## src/rtl/systolic_array_sequencer_if.sv

```systemverilog
// Host-side weight load, input vector stream and result stream of the systolic array sequencer.
interface systolic_array_sequencer_if #(
    parameter int DATA_WIDTH = 8,
    parameter int COLUMNS    = 8,
    parameter int ROWS       = COLUMNS
);
    logic                          w_valid;
    logic                          w_ready;
    logic [DATA_WIDTH*COLUMNS-1:0] w_data;
    logic                          d_valid;
    logic                          d_ready;
    logic [DATA_WIDTH*ROWS-1:0]    d_data;
    logic                          r_valid;
    logic [DATA_WIDTH*COLUMNS-1:0] r_data;

    modport master (
        output w_valid, w_data, d_valid, d_data,
        input  w_ready, d_ready, r_valid, r_data
    );

    modport slave (
        input  w_valid, w_data, d_valid, d_data,
        output w_ready, d_ready, r_valid, r_data
    );
endinterface

```

## src/rtl/systolic_array_sequencer.sv

```systemverilog
// Sequences one weight-stationary job: weight load, skewed input streaming, result de-skew and tagging.
// Optional SEQ_PERF_CNT_EN adds o_perf_cycles / o_perf_bubbles job statistics.
module systolic_array_sequencer #(
    parameter int DATA_WIDTH  = 8,
    parameter int COLUMNS     = 8,
    parameter int ROWS        = COLUMNS,
    parameter int COUNT_WIDTH = 16
) (
    input  logic                          clk,
    input  logic                          rst,
    input  logic                          i_start,
    input  logic [COUNT_WIDTH-1:0]        i_num_vectors,
    output logic                          o_busy,
    output logic                          o_done,
    systolic_array_sequencer_if.slave     bus,
    output logic [DATA_WIDTH*COLUMNS-1:0] o_array_weight,
    output logic                          o_array_store_weight,
    output logic [DATA_WIDTH*ROWS-1:0]    o_array_data,
    input  logic [DATA_WIDTH*COLUMNS-1:0] i_array_result
`ifdef SEQ_PERF_CNT_EN
    ,
    output logic [31:0]                   o_perf_cycles,
    output logic [31:0]                   o_perf_bubbles
`endif
);

    localparam int LAT  = ROWS + COLUMNS + 1;
    localparam int BW   = $clog2(ROWS + 1);
    localparam int DCW  = $clog2(LAT + 1);

    localparam logic [2:0] S_IDLE   = 3'd0;
    localparam logic [2:0] S_LOAD_W = 3'd1;
    localparam logic [2:0] S_STREAM = 3'd2;
    localparam logic [2:0] S_DRAIN  = 3'd3;
    localparam logic [2:0] S_DONE   = 3'd4;

    logic [2:0]             r_state;
    logic [2:0]             w_state_nxt;
    logic                   r_w_ready;
    logic                   r_d_ready;
    logic [COUNT_WIDTH-1:0] r_num_vec;
    logic [COUNT_WIDTH-1:0] r_vec_cnt;
    logic [BW-1:0]          r_beat_cnt;
    logic [DCW-1:0]         r_drain_cnt;
    logic                   w_store;
    logic                   w_accept;

    assign w_store  = bus.w_valid & r_w_ready;
    assign w_accept = bus.d_valid & r_d_ready;

    always_comb begin
        w_state_nxt = r_state;
        case (r_state)
            S_IDLE:   if (i_start) w_state_nxt = S_LOAD_W;
            S_LOAD_W: if (w_store && r_beat_cnt == BW'(ROWS - 1))
                          w_state_nxt = (r_num_vec == '0) ? S_DRAIN : S_STREAM;
            S_STREAM: if (w_accept && r_vec_cnt == r_num_vec - COUNT_WIDTH'(1))
                          w_state_nxt = S_DRAIN;
            S_DRAIN:  if (r_drain_cnt == DCW'(LAT - 1)) w_state_nxt = S_DONE;
            S_DONE:   w_state_nxt = S_IDLE;
            default:  w_state_nxt = S_IDLE;
        endcase
    end

    // Ready flags are registered from the next state so they line up with the state they belong to.
    always_ff @(posedge clk or posedge rst) begin
        if (rst) begin
            r_state     <= S_IDLE;
            r_w_ready   <= 1'b0;
            r_d_ready   <= 1'b0;
            r_num_vec   <= '0;
            r_vec_cnt   <= '0;
            r_beat_cnt  <= '0;
            r_drain_cnt <= '0;
        end else begin
            r_state   <= w_state_nxt;
            r_w_ready <= (w_state_nxt == S_LOAD_W);
            r_d_ready <= (w_state_nxt == S_STREAM);
            case (r_state)
                S_IDLE: if (i_start) begin
                    r_num_vec   <= i_num_vectors;
                    r_vec_cnt   <= '0;
                    r_beat_cnt  <= '0;
                    r_drain_cnt <= '0;
                end
                S_LOAD_W: if (w_store)  r_beat_cnt  <= r_beat_cnt + BW'(1);
                S_STREAM: if (w_accept) r_vec_cnt   <= r_vec_cnt + COUNT_WIDTH'(1);
                S_DRAIN:                r_drain_cnt <= r_drain_cnt + DCW'(1);
                default: ;
            endcase
        end
    end

    assign o_busy               = (r_state != S_IDLE);
    assign o_done               = (r_state == S_DONE);
    assign bus.w_ready          = r_w_ready;
    assign bus.d_ready          = r_d_ready;
    assign o_array_store_weight = w_store;
    assign o_array_weight       = r_w_ready ? bus.w_data : '0;

    // Input skew: row r passes through r+1 registers; bubbles and idle cycles inject zeros.
    for (genvar gr = 0; gr < ROWS; gr++) begin : g_skew
        localparam int D = gr + 1;
        logic [DATA_WIDTH-1:0]       w_in;
        logic [D*DATA_WIDTH-1:0]     r_line;
        logic [(D+1)*DATA_WIDTH-1:0] w_cat;

        assign w_in  = w_accept ? bus.d_data[gr*DATA_WIDTH +: DATA_WIDTH] : '0;
        assign w_cat = {r_line, w_in};

        always_ff @(posedge clk or posedge rst) begin
            if (rst) r_line <= '0;
            else     r_line <= w_cat[D*DATA_WIDTH-1:0];
        end

        assign o_array_data[gr*DATA_WIDTH +: DATA_WIDTH] = w_cat[(D+1)*DATA_WIDTH-1 -: DATA_WIDTH];
    end

    // Output de-skew: column c waits COLUMNS-1-c cycles so a whole row lines up.
    logic [DATA_WIDTH*COLUMNS-1:0] w_aligned;

    for (genvar gc = 0; gc < COLUMNS; gc++) begin : g_dsk
        localparam int D = COLUMNS - 1 - gc;
        if (D == 0) begin : g_direct
            assign w_aligned[gc*DATA_WIDTH +: DATA_WIDTH] = i_array_result[gc*DATA_WIDTH +: DATA_WIDTH];
        end else begin : g_delay
            logic [D*DATA_WIDTH-1:0]     r_line;
            logic [(D+1)*DATA_WIDTH-1:0] w_cat;

            assign w_cat = {r_line, i_array_result[gc*DATA_WIDTH +: DATA_WIDTH]};

            always_ff @(posedge clk or posedge rst) begin
                if (rst) r_line <= '0;
                else     r_line <= w_cat[D*DATA_WIDTH-1:0];
            end

            assign w_aligned[gc*DATA_WIDTH +: DATA_WIDTH] = w_cat[(D+1)*DATA_WIDTH-1 -: DATA_WIDTH];
        end
    end

    logic [LAT-1:0]                r_tag;
    logic [DATA_WIDTH*COLUMNS-1:0] r_rdata;

    // r_data only captures tagged rows, so it keeps the last result across bubbles.
    always_ff @(posedge clk or posedge rst) begin
        if (rst) begin
            r_tag   <= '0;
            r_rdata <= '0;
        end else begin
            r_tag <= {r_tag[LAT-2:0], w_accept};
            if (r_tag[LAT-2]) r_rdata <= w_aligned;
        end
    end

    assign bus.r_valid = r_tag[LAT-1];
    assign bus.r_data  = r_rdata;

`ifdef SEQ_PERF_CNT_EN
    logic [31:0] r_perf_cycles;
    logic [31:0] r_perf_bubbles;

    always_ff @(posedge clk or posedge rst) begin
        if (rst) begin
            r_perf_cycles  <= '0;
            r_perf_bubbles <= '0;
        end else if (r_state == S_IDLE) begin
            if (i_start) begin
                r_perf_cycles  <= '0;
                r_perf_bubbles <= '0;
            end
        end else if (r_state != S_DONE) begin
            r_perf_cycles <= r_perf_cycles + 32'd1;
            if (r_state == S_STREAM && !bus.d_valid) r_perf_bubbles <= r_perf_bubbles + 32'd1;
        end
    end

    assign o_perf_cycles  = r_perf_cycles;
    assign o_perf_bubbles = r_perf_bubbles;
`endif

endmodule

```

## src/flat_wrapper.sv

```systemverilog
// flat-port wrapper written by rule: the top's interface ports become plain ports
module systolic_array_sequencer_flat 
#(
    parameter int DATA_WIDTH  = 8,
    parameter int COLUMNS     = 8,
    parameter int ROWS        = COLUMNS,
    parameter int COUNT_WIDTH = 16
)
  (clk, rst, i_start, i_num_vectors, o_busy, o_done, o_array_weight, o_array_store_weight, o_array_data, i_array_result, bus_w_valid, bus_w_data, bus_d_valid, bus_d_data, bus_w_ready, bus_d_ready, bus_r_valid, bus_r_data);
  systolic_array_sequencer_if #(.DATA_WIDTH(DATA_WIDTH), .COLUMNS(COLUMNS), .ROWS(ROWS)) bus_i ();
  input  logic clk;
  input  logic rst;
  input  logic i_start;
  input  logic [COUNT_WIDTH-1:0] i_num_vectors;
  output logic o_busy;
  output logic o_done;
  output logic [DATA_WIDTH*COLUMNS-1:0] o_array_weight;
  output logic o_array_store_weight;
  output logic [DATA_WIDTH*ROWS-1:0] o_array_data;
  input  logic [DATA_WIDTH*COLUMNS-1:0] i_array_result;
  input wire logic [$bits(bus_i.w_valid)-1:0] bus_w_valid;
  input wire logic [$bits(bus_i.w_data)-1:0] bus_w_data;
  input wire logic [$bits(bus_i.d_valid)-1:0] bus_d_valid;
  input wire logic [$bits(bus_i.d_data)-1:0] bus_d_data;
  output wire logic [$bits(bus_i.w_ready)-1:0] bus_w_ready;
  output wire logic [$bits(bus_i.d_ready)-1:0] bus_d_ready;
  output wire logic [$bits(bus_i.r_valid)-1:0] bus_r_valid;
  output wire logic [$bits(bus_i.r_data)-1:0] bus_r_data;
  assign bus_i.w_valid = bus_w_valid;
  assign bus_i.w_data = bus_w_data;
  assign bus_i.d_valid = bus_d_valid;
  assign bus_i.d_data = bus_d_data;
  assign bus_w_ready = bus_i.w_ready;
  assign bus_d_ready = bus_i.d_ready;
  assign bus_r_valid = bus_i.r_valid;
  assign bus_r_data = bus_i.r_data;
  systolic_array_sequencer #(.DATA_WIDTH(DATA_WIDTH), .COLUMNS(COLUMNS), .ROWS(ROWS), .COUNT_WIDTH(COUNT_WIDTH)) u_core (.clk(clk), .rst(rst), .i_start(i_start), .i_num_vectors(i_num_vectors), .o_busy(o_busy), .o_done(o_done), .bus(bus_i), .o_array_weight(o_array_weight), .o_array_store_weight(o_array_store_weight), .o_array_data(o_array_data), .i_array_result(i_array_result));
endmodule
```

## config.mk

```make
export PLATFORM = sky130hd
export DESIGN_NAME = systolic_array_sequencer_flat
export DESIGN_NICKNAME = d
export VERILOG_FILES = /design/src/rtl/systolic_array_sequencer_if.sv /design/src/rtl/systolic_array_sequencer.sv /design/src/flat_wrapper.sv
export SDC_FILE = /design/constraint.sdc
export NUM_CORES = 1
export LEC_CHECK = 0
export ABC_CLOCK_PERIOD_IN_PS = 20900
export BUFFER_PORTS_ARGS = -buffer_cell sky130_fd_sc_hd__buf_2
export CORE_AREA = 2 2 258 260
export DETAILED_ROUTE_END_ITERATION = 10
export DIE_AREA = 0 0 260 262
export GPL_TIMING_DRIVEN = 0
export PLACE_DENSITY = 0.53
export SYNTH_ARGS = -nofsm -noshare
export SYNTH_HDL_FRONTEND = slang
export SYNTH_SLANG_ARGS = --single-unit
export TNS_END_PERCENT = 10
```

## constraint.sdc

```tcl
create_clock -name clk -period 20.9 [get_ports clk]
set_clock_uncertainty 0.2 [all_clocks]
set_input_delay 1.045 -clock clk [delete_from_list [all_inputs] [get_ports clk]]
set_output_delay 1.045 -clock clk [all_outputs]
set_load 0.01 [all_outputs]
```

==> results.md <==
Status:
- The flow ran to the end, and the final reports show no timing, DRC or antenna violations.

Synthesis:
- Of the post-synthesis cell area, the dominant cell type holds 0.820.
- The total nets after synthesis is about 1400.
- The yosys synthesis warning count is 0.
- In this run, distinct cell masters in the synthesized netlist total 45.
- The count of mapped cells out of synthesis is ~1200.
- After synthesis, the cell types taking the most area are sky130_fd_sc_hd__dfrtp_1 82%, sky130_fd_sc_hd__mux2_2 3.7%, sky130_fd_sc_hd__buf_4 2.2%.
- The post-synthesis async set-or-reset flop share is 1.00.
- The post-synthesis area per instance is about 17 sq um.
- The number of flops mapped to enable cells by yosys is 0.
- The share of the Yosys chip area taken by registers is 0.820.
- The flip-flop cell with the highest count after synthesis is sky130_fd_sc_hd__dfrtp_1.
- The flip-flop and latch count after synthesis is 639.
- The library cell occupying the most area in the post-synthesis netlist is sky130_fd_sc_hd__dfrtp_1.
- The mapped netlist covers between 15000 and 20000 sq um.

Power and ir drop:
- The power share of the clock group is 0.393.
- Of the total power, the share spent switching nets is 0.260.
- In this run the static leakage power is between 10 and 15 nW.
- The internal power contribution is 2.26 mW.
- The power per cell area is ~120 nW/um^2.
- The overall power of the completed layout is between 3 and 4 mW.
- The net switching component of the power is around 0.8 mW.
- IR analysis of the VDD net gives a maximum drop of between 0.05 and 0.06 mV.
- Of the total power, combinational logic draws 0.140.
- The relative contribution of sequential cells to total power is 0.467.

Floorplanning:
- The placeable core area is ~65000 sq um.
- between 400 and 500 I/O pins were placed.
- The die width is ~260 microns.
- The starting density of the core is 0.299.
- The number of core rows is 94.
- The height of the chip is 262 microns.
- The die covers around 68000 sq um.

CTS:
- The longest clock path from root to sink contains 3 buffers.
- Buffers inserted to repair hold after CTS numbered 0.
- The clock insertion delay at the later pin of the skew report is a little under 0.6 ns.
- TritonCTS built the clock tree.
- The clock sink total is roughly 640.
- The clock-pin transition on the worst setup and hold timing paths is 0.06 ns.
- The clock buffer count from CTS is 70.
- The H-tree was split into 3 levels.
- The root buffer cell chosen for the clock tree is sky130_fd_sc_hd__clkbuf_16.
- The post-cts resize count is 0.
- The count of buffers added by post-CTS timing repair for setup is 0.

Cells and area:
- The growth of design area from synthesis to finish is 28.6%.
- Leaving out fill and tap cells, the most frequent cells in the layout are 639 x sky130_fd_sc_hd__dfrtp_1, 411 x sky130_fd_sc_hd__buf_2, 70 x sky130_fd_sc_hd__clkbuf_16.
- The most common cell after layout, fill and taps aside is sky130_fd_sc_hd__dfrtp_1.
- The final layout contains roughly 1900 nets.
- In the final layout, the share of cells above drive strength 1 is 0.382.
- The number of non-filler instances in the completed layout is between 2000 and 3000.

Setup path:
- STA classifies the critical path endpoint as a primary output.
- The highest fanout seen on the critical path is 10.
- STA classifies the critical path startpoint as a flop.
- The family of cells with the greatest summed delay on the critical path is buffers and inverters.
- The endpoint required time on the critical path is a little under 20 ns.
- On the worst path, the slowest cell contributes a delay of between 0.4 and 0.5 ns.
- Traced cell by cell, the critical path runs through clkbuf_1, clkbuf_1, and2_1, buf_2.
- Data on the critical path arrives at its endpoint at about 2.2 ns.
- The number of cells on the worst reg-to-reg path is 6.
- By startpoint and endpoint, the worst setup path is classified as flop to primary output.
- Counting stages on the worst path, the most repeated cell is sky130_fd_sc_hd__clkbuf_1.
- The cell with the largest stage delay on the worst path is sky130_fd_sc_hd__clkbuf_1.
- The critical path runs through a total of 4 cells.
- The critical path buffer and inverter count is 3.

STA:
- The actual slew at the worst max-slew pin is 0.921 ns.
- The count of endpoints failing hold in the final timing report is 0.
- Based on the critical path, the design can be clocked at up to a little under 300 MHz.
- The post-layout minimum cycle time is between 3 and 4 ns.
- The number of pins exceeding their max-slew limit in the final report is 0.
- Setup repair after global routing left no endpoint under its margin.
- Of the available clock period, the critical path in the final layout requires 0.164.
- The remaining max-slew budget at the tightest pin is 0.386.
- The number of setup violations in the final report is 0.

Hold path:
- The cell depth of the worst hold path is 0.
- The class of the most critical hold timing path is flop to flop.

Place:
- Detailed placement finished with a half-perimeter wire length of ~28000 microns.
- The congestion estimate from routability-driven global placement came to approximately 0.86.
- The number of placed instances, taps included, is roughly 2400.
- Port buffering added 410 buffers.

GRT:
- In the global route stage, overall resource usage came out at 0.117.
- For this run the aggregate overflow at the end of global routing stands at 0.
- The largest net degree at the start of global routing is ~130.
- The first global-routing pass estimated between 60000 and 70000 microns of wire.
- The via count of the first global-routing pass came to 11000.
- The number of antenna violations at the first check in global routing is 3.

Routing:
- The routed layout has approximately 10000 vias.
- Dividing the detail-routed wire length by the instance count gives 15.7 microns.
- The number of nets with antenna violations after detailed routing is 0.
- The via count normalized by instance count is 3.98.
- The number of DRC markers after the initial detailed-route iteration is around 470.
- The number of DRC violations after detailed routing is 0.
- The number of optimization iterations in the first detailed-route pass is 4.
- The total routed wirelength is roughly 40000 microns.

Run:
- Across the run, the number of max-cap violations was 0.
[routing by layer]
metal,track usage,wire (microns),part of all wire
met1,0.151,17200,0.43
met3,0.0446,3420,0.085
met2,0.183,18800,0.47
met5,0,14,0.00035
met4,0.0378,823,0.020
[worst reg2reg max path: cells and delay by family (launching register included)]
family                    cells  cell delay (ns)
DFF                           1             0.43
AOI/OAI and AO/OA             1             0.17
and+or+nand+nor               4             1.80
xor gates and xnor gates      1             0.16
[cell usage after synthesis, types with 2 or more instances]
cell and instances:
sky130_fd_sc_hd__nand2b_1 5, sky130_fd_sc_hd__mux2_2 64, sky130_fd_sc_hd__nor2_1 28, sky130_fd_sc_hd__and3_1 66, sky130_fd_sc_hd__clkbuf_1 36, sky130_fd_sc_hd__nand3_1 10, sky130_fd_sc_hd__a41oi_1 2, sky130_fd_sc_hd__o21ai_0 15
sky130_fd_sc_hd__nor4_1 5, sky130_fd_sc_hd__ha_1 5, sky130_fd_sc_hd__and2_1 67, sky130_fd_sc_hd__or3_1 2, sky130_fd_sc_hd__nand4_1 14, sky130_fd_sc_hd__nand3b_1 3, sky130_fd_sc_hd__inv_1 10, sky130_fd_sc_hd__nor2b_1 2
sky130_fd_sc_hd__a31oi_1 4, sky130_fd_sc_hd__dfrtp_1 639, sky130_fd_sc_hd__xnor2_1 18, sky130_fd_sc_hd__xor2_1 21, sky130_fd_sc_hd__a22o_1 2, sky130_fd_sc_hd__nor3_1 4, sky130_fd_sc_hd__nor3b_1 3, sky130_fd_sc_hd__buf_4 57
sky130_fd_sc_hd__nand2_1 59
[cell type report]
class                   count  area [sq um]
plain buffers              94           568
clock buffers             100          1980
diodes                      1          2.50
clock inverters            22           315
well taps                 864          1080
repair buffers            415          2190
inverters                  10          45.0
fillers                  6170         40200
flip-flops and latches    639         16000
multi-input cells         418          2910
[flip-flops by register name, indices dropped and copies added, names as in the netlist]
signal,flops
u_core.g_skew.r_line,288
u_core.g_dsk.g_delay.r_line,224
u_core.bus.r_data,64
u_core.r_tag,17
u_core.r_num_vec,16
u_core.r_vec_cnt,16
u_core.r_drain_cnt,5
u_core.r_beat_cnt,4
u_core.r_state,3
u_core.bus.d_ready,1
u_core.bus.w_ready,1
[final timing paths]
kind | startpoint | endpoint | slack [ns]
min in group asynchronous | rst | u_core.g_dsk[4].g_delay.r_line[11] | 0.30
worst max register to register | u_core.r_num_vec[2] | u_core.r_state[0] | 18.07
worst min register to register | u_core.g_dsk[3].g_delay.r_line[5] | u_core.g_dsk[3].g_delay.r_line[13] | 0.12
worst max-delay path | u_core.bus.w_ready | o_array_weight[53] | 17.47
max in group asynchronous | rst | u_core.g_skew[4].r_line[8] | 17.74
worst min-delay path | u_core.g_dsk[3].g_delay.r_line[5] | u_core.g_dsk[3].g_delay.r_line[13] | 0.12
[per-stage QoR]
step | utilization | area, sq um | worst slack, ns | TNS [ns] | hold slack, ns
finish | 0.384 | 25100 | 17.47 | 0 | 0.123
global route | 0.384 | 25100 | 17.24 | 0 | 0.122
CTS | 0.384 | 25100 | 17.38 | 0 | 0.120
detailed placement | 0.349 | 22800 | 16.90 | 0 | 0.135
global placement | 0.347 | 22600 | -4.05 | -2496.65 | 0.131
floorplan | - | 19500 | 1.75 | 0 | 0.131
[power groups by stage]
stage               Clock (mW)  Sequential [mW]  Combinational (mW)
detailed placement           0             1.45               0.433
finish                    1.20             1.43               0.426
CTS                       1.25             1.43               0.434
global route              1.30             1.44               0.476
global placement             0             1.45               0.421
floorplan                    0             1.46               0.239
[cells by family after synthesis]
logic type	count (synthesis)	synth area share
compound gates	30	0.0107
xor+xnor	39	0.0175
flops	639	0.820
simple gates	279	0.0801
buf+inv	104	0.0311
fa+ha+maj	5	0.00321
mux	65	0.0375
Note: power is estimated with default switching activity, not from simulation.
